<file path="config.mk">
export PLATFORM = sky130hd
export DESIGN_NAME = ram_uart_bridge
export DESIGN_NICKNAME = d
export VERILOG_FILES = /design/src/rtl/ram_uart_pkg.sv /design/src/rtl/ram_uart_bridge_sync_edge.sv /design/src/rtl/ram_uart_bridge.sv
export SDC_FILE = /design/constraint.sdc
export NUM_CORES = 1
export LEC_CHECK = 0
export ABC_AREA = 1
export CORE_ASPECT_RATIO = 0.7
export CORE_MARGIN = 5
export CORE_UTILIZATION = 25
export DETAILED_ROUTE_END_ITERATION = 7
export PLACE_DENSITY_LB_ADDON = 0.12
export SYNTH_ARGS = -nofsm -noshare
export SYNTH_HDL_FRONTEND = slang
export SYNTH_HIERARCHICAL = 1
export SYNTH_SLANG_ARGS = --single-unit
</file>
<file path="constraint.sdc">
create_clock -name clk -period 1.6 [get_ports clk]
set_input_delay 0.32 -clock clk [delete_from_list [all_inputs] [get_ports clk]]
set_output_delay 0.32 -clock clk [all_outputs]
set_load 0.01 [all_outputs]
</file>
<file path="src/rtl/ram_uart_pkg.sv">
// Shared constants, state encoding and request payload for the RAM/UART bridge.
package ram_uart_pkg;

    localparam int unsigned ADDR_W = 18;
    localparam int unsigned DATA_W = 16;
    localparam int unsigned BYTE_W = 8;
    localparam int unsigned CNT_W  = 16;

    localparam logic [BYTE_W-1:0] CMD_WRITE_DEF = 8'h57;  // 'W'
    localparam logic [BYTE_W-1:0] CMD_READ_DEF  = 8'h52;  // 'R'

    typedef enum logic [3:0] {
        IDLE,
        ADDR2,
        ADDR1,
        ADDR0,
        DATA1,
        DATA0,
        MEM_REQ,
        MEM_WAIT,
        TX1,
        TX1_WAIT,
        TX0,
        TX0_WAIT
    } state_e;

    typedef struct packed {
        logic [ADDR_W-1:0] addr;
        logic [DATA_W-1:0] wdata;
    } mem_req_t;

endpackage

</file>
<file path="src/rtl/ram_uart_bridge_sync_edge.sv">
// Two-flop synchronizer for an asynchronous level, plus rising-edge detect.
module sync_edge (
    input  logic clk,
    input  logic rst_n,
    input  logic d_in,
    output logic rise_c
);

    logic [2:0] sync_q;
    logic [2:0] sync_d;

    // Shift the raw level in; [1] is the synchronized level, [2] its last value.
    always_comb begin
        sync_d = {sync_q[1:0], d_in};
    end

    // Synchronizer and edge-history flops.
    always_ff @(posedge clk or negedge rst_n) begin
        if (!rst_n) sync_q <= '0;
        else        sync_q <= sync_d;
    end

    assign rise_c = sync_q[1] & ~sync_q[2];

endmodule

</file>
<file path="src/rtl/ram_uart_bridge.sv">
// Byte-framed UART command bridge to a single-word RAM controller.
module ram_uart_bridge
    import ram_uart_pkg::*;
#(
    parameter int unsigned       DONE_TIMEOUT = 1024,
    parameter logic [BYTE_W-1:0] CMD_WRITE    = CMD_WRITE_DEF,
    parameter logic [BYTE_W-1:0] CMD_READ     = CMD_READ_DEF
) (
    input  logic              clk,
    input  logic              rst,
    input  logic [BYTE_W-1:0] rx_data,
    input  logic              rx_valid,
    output logic [BYTE_W-1:0] tx_data,
    output logic              tx_start,
    input  logic              tx_busy,
    output logic              mem_en,
    output logic              mem_re,
    output logic              mem_we,
    output logic [ADDR_W-1:0] mem_addr,
    output logic [DATA_W-1:0] mem_wdata,
    input  logic [DATA_W-1:0] mem_rdata,
    input  logic              mem_done,
    output logic              busy,
    output logic              err
);

    state_e            state_q, state_d;
    logic              is_wr_q, is_wr_d;
    mem_req_t          req_q, req_d;
    logic [DATA_W-1:0] rdata_q, rdata_d;
    logic [CNT_W-1:0]  cnt_q, cnt_d;
    logic              seen_q, seen_d;
    logic              err_q, err_d;
    logic              mem_en_q, mem_en_d;
    logic              mem_re_q, mem_re_d;
    logic              mem_we_q, mem_we_d;
    logic [BYTE_W-1:0] tx_data_q, tx_data_d;
    logic              tx_start_q, tx_start_d;
    logic              busy_q, busy_d;
    logic              done_rise_c;

    sync_edge u_done_sync (
        .clk    (clk),
        .rst_n  (rst),
        .d_in   (mem_done),
        .rise_c (done_rise_c)
    );

    // Next-state and registered-output logic; outputs follow the next state.
    always_comb begin
        state_d    = state_q;
        is_wr_d    = is_wr_q;
        req_d      = req_q;
        rdata_d    = rdata_q;
        cnt_d      = cnt_q;
        seen_d     = seen_q;
        err_d      = err_q;
        tx_data_d  = tx_data_q;
        tx_start_d = 1'b0;

        case (state_q)
            IDLE: begin
                if (rx_valid && ((rx_data == CMD_WRITE) || (rx_data == CMD_READ))) begin
                    is_wr_d = (rx_data == CMD_WRITE);
                    state_d = ADDR2;
                end
            end
            ADDR2: begin
                if (rx_valid) begin
                    req_d.addr[17:16] = rx_data[1:0];
                    state_d           = ADDR1;
                end
            end
            ADDR1: begin
                if (rx_valid) begin
                    req_d.addr[15:8] = rx_data;
                    state_d          = ADDR0;
                end
            end
            ADDR0: begin
                if (rx_valid) begin
                    req_d.addr[7:0] = rx_data;
                    state_d         = is_wr_q ? DATA1 : MEM_REQ;
                end
            end
            DATA1: begin
                if (rx_valid) begin
                    req_d.wdata[15:8] = rx_data;
                    state_d           = DATA0;
                end
            end
            DATA0: begin
                if (rx_valid) begin
                    req_d.wdata[7:0] = rx_data;
                    state_d          = MEM_REQ;
                end
            end
            MEM_REQ: begin
                cnt_d   = '0;
                state_d = MEM_WAIT;
            end
            MEM_WAIT: begin
                // A done edge wins over a timeout landing in the same cycle.
                cnt_d = cnt_q + CNT_W'(1);
                if (done_rise_c) begin
                    if (is_wr_q) begin
                        state_d = IDLE;
                    end else begin
                        rdata_d = mem_rdata;
                        state_d = TX1;
                    end
                end else if (cnt_d == CNT_W'(DONE_TIMEOUT)) begin
                    err_d   = 1'b1;
                    state_d = IDLE;
                end
            end
            TX1: begin
                if (!tx_busy) begin
                    tx_start_d = 1'b1;
                    tx_data_d  = rdata_q[15:8];
                    seen_d     = 1'b0;
                    state_d    = TX1_WAIT;
                end
            end
            TX1_WAIT: begin
                if (!seen_q) begin
                    if (tx_busy) seen_d = 1'b1;
                end else if (!tx_busy) begin
                    state_d = TX0;
                end
            end
            TX0: begin
                if (!tx_busy) begin
                    tx_start_d = 1'b1;
                    tx_data_d  = rdata_q[7:0];
                    seen_d     = 1'b0;
                    state_d    = TX0_WAIT;
                end
            end
            TX0_WAIT: begin
                if (!seen_q) begin
                    if (tx_busy) seen_d = 1'b1;
                end else if (!tx_busy) begin
                    state_d = IDLE;
                end
            end
            default: state_d = IDLE;
        endcase

        mem_en_d = (state_d == MEM_REQ) || (state_d == MEM_WAIT);
        mem_we_d = mem_en_d && is_wr_d;
        mem_re_d = mem_en_d && !is_wr_d;
        busy_d   = (state_d != IDLE);
    end

    // State and output registers; reset clears everything asynchronously.
    always_ff @(posedge clk or negedge rst) begin
        if (!rst) begin
            state_q    <= IDLE;
            is_wr_q    <= 1'b0;
            req_q      <= '0;
            rdata_q    <= '0;
            cnt_q      <= '0;
            seen_q     <= 1'b0;
            err_q      <= 1'b0;
            mem_en_q   <= 1'b0;
            mem_re_q   <= 1'b0;
            mem_we_q   <= 1'b0;
            tx_data_q  <= '0;
            tx_start_q <= 1'b0;
            busy_q     <= 1'b0;
        end else begin
            state_q    <= state_d;
            is_wr_q    <= is_wr_d;
            req_q      <= req_d;
            rdata_q    <= rdata_d;
            cnt_q      <= cnt_d;
            seen_q     <= seen_d;
            err_q      <= err_d;
            mem_en_q   <= mem_en_d;
            mem_re_q   <= mem_re_d;
            mem_we_q   <= mem_we_d;
            tx_data_q  <= tx_data_d;
            tx_start_q <= tx_start_d;
            busy_q     <= busy_d;
        end
    end

    assign tx_data   = tx_data_q;
    assign tx_start  = tx_start_q;
    assign mem_en    = mem_en_q;
    assign mem_re    = mem_re_q;
    assign mem_we    = mem_we_q;
    assign mem_addr  = req_q.addr;
    assign mem_wdata = req_q.wdata;
    assign busy      = busy_q;
    assign err       = err_q;

endmodule
</file>
* Word-level counts from Yosys, hierarchy flattened *
Index checks and enable logic that the tools add are counted.

operators by class
  add/sub/neg operators = 1
  $mul = 0
  div/mod/pow operators = 0
  order comparisons = 0
  eq/ne operators = 19
  shift operators = 0
  mux-type cells = 29
  bitwise logic cells = 4
  reduce and logical (&&, ||, !) cells = 22

operator list
  operator               count
  $mux 4                 15
  $pmux 4 s12            1
  $pmux 16 s2            1
  $eq 4x3->1 const B     6
  $add 16x1->16 const B  1
  $eq 16x11->1 const B   1
  $eq 4x4->1 const B     4
  $eq 8x7->1 const B     2
  $mux 8                 2
  $pmux 8 s2             1
  $reduce_and 2->1       6
  $reduce_and 3->1       3
  $eq 4x2->1 const B     2
  $mux 1                 7
  $ne 2x2->1 const B     3
  $reduce_bool 2->1      3
  $eq 4x1->1 const B     1
  $logic_not 4->1        1
  $reduce_bool 4->1      1
  $reduce_or 2->1        2
  $logic_and 1x1->1      3
  $not 1->1              3
  $logic_or 1x1->1       2
  $mux 2                 1
  3 further kinds        3

word-level totals
  register bits = 89
  bits in latches = 0
  memory bits (writable) = 0
  bits in read-only memories = 0
  input port bits = 29
  output and inout bits = 48
  word-level logic and storage cells = 93
  memories kept = 0

* Logic depth before layout (Yosys ltp) *
  depth after elaboration = 8
  mapped depth = 16
  depth with buffers taken out = 16

* Modules after synthesis *
Netlist, hierarchy kept.

modules (own cells, without submodules)
  module           times used  cells an instance  area each (um^2)  seq. area each (um^2)
  ram_uart_bridge  1           445                3881.2            2152.1
  sync_edge        1           5                  85.1              75.1

* Worst setup path after synthesis *
OpenSTA, ideal clock, no wires.

  path kind = register to register
  start point = register cnt_q[0]
  end point = register busy_q, in the netlist busy
  setup time = 122 ps
  arrival time = 1638 ps
  required time = 1478 ps
  path slack = -160 ps
  stages on the path, launching flop included = 15
  buffers on the path = 0
  period minus slack after synthesis = 1760 ps
  cell sequence = dfrtp_1 ha_1 nand2_2 nor2_4 nand2_1 nand2_1 nand2_1 nor2_1 nand2_1 nor2_1 nand3_2 nand2_2 nand2_1 nor3_2 nand2_1

on the way
  word-level cells in the longest chain between the ends = 6

ends and longest elaborated chain
  what                      RTL line                RTL
  start: declaration        ram_uart_bridge.sv:31   logic [CNT_W-1:0] cnt_q, cnt_d;
  start signal: assignment  ram_uart_bridge.sv:177  cnt_q <= cnt_d;
  $add 16x1->16             ram_uart_bridge.sv:104  cnt_d = cnt_q + CNT_W'(1);
  $eq 16x11->1              ram_uart_bridge.sv:112  end else if (cnt_d == CNT_W'(DONE_TIMEOUT)) begin
  $mux 4                    ram_uart_bridge.sv:112
  $mux 4                    ram_uart_bridge.sv:105  if (done_rise_c) begin
  $pmux 4 s12               ram_uart_bridge.sv:61   case (state_q)
  net state_d[1]            ram_uart_bridge.sv:27   state_e state_q, state_d;
  $reduce_bool 4->1         ram_uart_bridge.sv:153  busy_d = (state_d != IDLE);
  net busy_d                ram_uart_bridge.sv:39   logic busy_q, busy_d;
  end signal: assignment    ram_uart_bridge.sv:185  busy_q <= busy_d;
  end: declaration          ram_uart_bridge.sv:39

The timed path passes the listed nets, and every way through them passes these cells.
A chain may end at the register's enable or synchronous reset.

* Final worst setup path *
Ends and elaborated chain as after synthesis.

==> results.rst <==
.. list-table::
   :header-rows: 1

   * - Metric
     - Value
   * - Max Freq
     - 518 MHz
   * - Weighted congestion reported at the end of routability-driven placement
     - 0.841
   * - Area of the die
     - 18500 sq um
   * - Share of total power consumed by net switching
     - 32.1%
   * - Critical path peak fanout
     - 4
   * - Worst setup slack after placement
     - -0.405 ns
   * - H-tree level count
     - 3
   * - Mux contribution to synthesized area
     - 4.54%
   * - Clock latency on the worst-skew pair
     - 0.33 ns
   * - Post-synthesis share of cell area spent on xor and xnor gates
     - 0.662%
   * - Port-buffer cells
     - 76
   * - Effective utilization at floorplan
     - 25.5%
   * - Maximum number of pins on one net before global-route repair
     - 90
   * - Synth cell types
     - 30
   * - Buffering stage count on the worst path with inverters included
     - 1
   * - CP max stage cell
     - dfrtp_1
   * - Post-Route Hold Slack
     - 0.0187 ns
   * - Post-DP HPWL
     - 8080 um
   * - Total negative slack
     - -2.01 ns
   * - Simple-gate share of the synthesized area
     - 21.1%
   * - Chain of cells forming the critical path
     - ha_4 -> nand2_4 -> nor2_4 -> buf_4 -> nand3_1 -> nand2_2 -> nor2_1 -> nand2_1 -> nor2_1 -> nand3_2 -> nand2_2 -> nand3_1 -> nor3_2 -> nand2_1
   * - Required time of the critical path
     - 1.82 ns
   * - Remaining global-route overflow
     - 0
   * - Comb power frac
     - 32.5%
   * - Startpoint-to-endpoint class of the critical path
     - flop to flop
   * - Period minus WS final
     - 1.93 ns
   * - First-pass GRT wire length
     - 18100 um
   * - Mean area per synthesized cell
     - 8.81 sq um
   * - Synthesis-to-layout area growth
     - 48.7%
   * - Total of fill cells in the finished design
     - 1588
   * - Post-CTS Hold Fix Bufs
     - 0
   * - Pleak
     - 3.12 nW
   * - Result of the run
     - finished, violations left
   * - Number of synthesized register bits
     - 89
   * - Count of clock tree sinks
     - 89
   * - Number of routed nets with antenna violations
     - 0
   * - Period Utilization, post-route
     - 121%
   * - Startpoint class of the critical path
     - flop
   * - Violated checks
     - setup timing
   * - Final core occ
     - 37.9%
   * - TritonCTS clock tree
     - built
   * - Aggregate routed wire length
     - 11400 um
   * - Remaining routing DRC violations
     - 0
   * - Main combinational cell family by area after synthesis
     - simple AND/OR/NAND/NOR gates
   * - Synth warnings
     - 6
   * - Endpoint arrival time on the critical path
     - 2.14 ns
   * - Sequential fraction of the synthesis area
     - 56.2%
   * - Number of CTS-inserted buffers
     - 9
   * - # setup viols final
     - 9
   * - Number of rows created at floorplan
     - 38
   * - Tightest Pin Transition
     - 0.509 ns
   * - Sequential share of power
     - 39.0%
   * - Largest vdd supply drop
     - 0.000630 V
   * - Synth Area in Adders
     - 0.631%
   * - Number of maximum-capacitance violations
     - 0
   * - Number of inserted diodes
     - 0
   * - Clock slew at reported path FFs
     - 0.06 ns
   * - Die Y
     - 115 um
   * - Kind of cell with the highest combined delay on the critical path
     - simple AND/OR/NAND/NOR gates
   * - Vias per Instance
     - 4.31
   * - Reg-to-Reg Start
     - cnt_q[0]
   * - Power density cells
     - 1360 nW/um^2
   * - Setup WS post-layout
     - -0.329 ns
   * - Unrepaired setup endpoints after global routing
     - true
   * - Clock Tree Root
     - clkbuf_16
   * - Worst clock skew on the final layout
     - 0.00614 ns
   * - Post-layout net count
     - 612
   * - Compound-Gate Fraction of Synth Area
     - 10.4%
   * - Final hold violations
     - 0
   * - Placeable core area
     - 15500 sq um
   * - Sum of internal, switching and leakage power
     - 8.01 mW
   * - Number of instances in the synthesized netlist
     - 450
   * - Vias
     - 3387
   * - Max Transition Viols Final
     - 0
   * - Post-synth top area share
     - 56.2%
   * - Type of the worst min-delay path
     - primary input to async pin
   * - Net switching power
     - 2.57 mW
   * - Detail-routed net length per standard cell
     - 14.5 um
   * - Ranking of synthesized cells by area
     - dfrtp_1, nand2_1, o21ai_0, inv_1, mux2_2
   * - Cell accounting for the most synthesized area
     - dfrtp_1
   * - Terminus of the critical flop-to-flop path
     - busy
   * - Worst-case clock buffer depth
     - 2
   * - Syn Nets
     - 481
   * - Clk network pwr share
     - 28.5%
   * - Headroom to the max-slew limit
     - 66.1%
   * - Initial antenna violation count
     - 0
   * - Iter 0 DRT Violations
     - 215
   * - Vias in the first global route
     - 3342
   * - Worst R2R Setup Slack
     - -0.33 ns
   * - Horizontal extent of the die
     - 161 um
   * - Max incr delay on CP
     - 0.42 ns
   * - Internal power component
     - 5.44 mW
   * - Number of top-level pins
     - 77
   * - Worst reg2reg path depth
     - 14
   * - Overall global routing resource usage
     - 12.4%
   * - Share of cells above drive strength 1
     - 22.5%
   * - Area of the mapped netlist
     - 3970 sq um
   * - Capturing element type of the critical path
     - flop
   * - TritonRoute pass-1 iters
     - 4
-- cell type report --
type	instances	area, sq um	area share [%]
clock buffer	11	243	4.11
clock inverter	5	78.8	1.34
inverter	60	230	3.90
multi-input combinational	293	1600	27.1
sequential	89	2230	37.8
tap	200	250	4.24
timing repair buffer	128	1260	21.4
-- logic make-up after synthesis --
group,Yosys count
xor gates and xnor gates,3
muxes,16
and+or+nand+nor,195
AOI/OAI and AO/OA,77
adders and majority gates,2
buffers and inverters,68
DFF,89
-- power by group through the flow --
stage	Clock, mW	Combinational (mW)	Sequential (mW)
2_1_floorplan	0	0.893	3.29
3_3_place_gp	0	2.60	3.15
3_5_place_dp	0	2.61	3.14
4_1_cts	2.37	2.63	3.13
5_1_grt	2.46	2.93	3.19
6_report	2.28	2.60	3.12
-- cells in the mapped netlist --
master       n
o2111ai_1    1
nor3_1       3
nand4_1      5
nand3_2      4
nor2_1      42
nand2_2      2
dfrtp_1     89
nor4_1       2
ha_1         2
a22o_1       2
inv_1       58
nor2_2       4
clkbuf_1     6
nor2_4       3
nor3_2       1
o21bai_1     1
inv_2        1
buf_2        1
o22ai_1      4
mux2_2      16
nand3_1     13
a21oi_1      3
o21ai_0     63
xor2_1       3
nand2_1    116
o21ai_1      1
clkinv_1     1
buf_1        1
a32oi_1      1
a32o_1       1
-- metal layers --
layer  global-route usage, %  vias to the layer above  part of all wire [%]
met3                    5.23                        4                   7.9
met4                    3.55                        0                  0.78
met2                    17.6                       72                    43
met5                       0                        -                     0
met1                    17.1                     1604                    48
li1                        -                     1707                     -
-- layout by cell type, fill, tap and decap left out, types with 2 or more instances in the layout --
cell type / synthesis / routed
a21oi_1: 3 / 2
nor4_2: 0 / 2
o22ai_1: 4 / 4
clkinv_2: 0 / 2
dfrtp_2: 0 / 4
mux2_2: 16 / 16
inv_1: 58 / 55
inv_4: 0 / 2
nand2_4: 0 / 2
nand3_2: 4 / 5
buf_6: 0 / 3
dfrtp_1: 89 / 85
clkbuf_16: 0 / 9
dlymetal6s2s_1: 0 / 29
buf_4: 0 / 47
nor2_4: 3 / 5
nand3_1: 13 / 11
clkdlybuf4s50_1: 0 / 42
inv_2: 1 / 2
nand2_1: 116 / 106
o21ai_1: 1 / 2
nand4_1: 5 / 5
nor2_1: 42 / 33
buf_12: 0 / 3
nor3_1: 3 / 3
xor2_1: 3 / 3
o21ai_0: 63 / 61
a22o_1: 2 / 2
nand2_2: 2 / 10
bufinv_16: 0 / 2
nor2_2: 4 / 11
dlygate4sd2_1: 0 / 4
-- worst max-delay path by stage --
stage | startpoint | endpoint | slack (ns) | cells after the start
6_report | cnt_q[0] | busy | -0.33 | 14
5_1_grt | cnt_q[0] | busy | -0.44 | 16
4_1_cts | cnt_q[1] | mem_re | -0.28 | 16
3_5_place_dp | cnt_q[0] | mem_re | -0.41 | 14
3_3_place_gp | cnt_q[0] | mem_re | -0.37 | 14
2_1_floorplan | cnt_q[0] | busy | -0.15 | 14
-- registers in the layout, summed over array words and instances, names as in the netlist, 3 cells and up --
| register | count |
|---|---|
| u_done_sync/sync_q | 3 |
| cnt_q | 16 |
| mem_addr | 18 |
| rdata_q | 16 |
| tx_data | 8 |
| mem_wdata | 16 |
| state_q | 4 |
-- through the flow --
| stage | instances | instance area [sq um] |
|---|---|---|
| after floorplan | 450 | 3970 |
| after global placement | 763 | 5320 |
| after detailed placement | 763 | 5320 |
| after CTS | 781 | 5700 |
| after global routing | 786 | 5900 |
| final | 786 | 5900 |
-- timing repair --
action                     4_1_cts  5_1_grt
pin swaps                        5       20
setup buffers                    2        5
resized for setup               18       60
setup endpoints to repair       20       80
No activity file was read; power rests on OpenSTA's default activity.
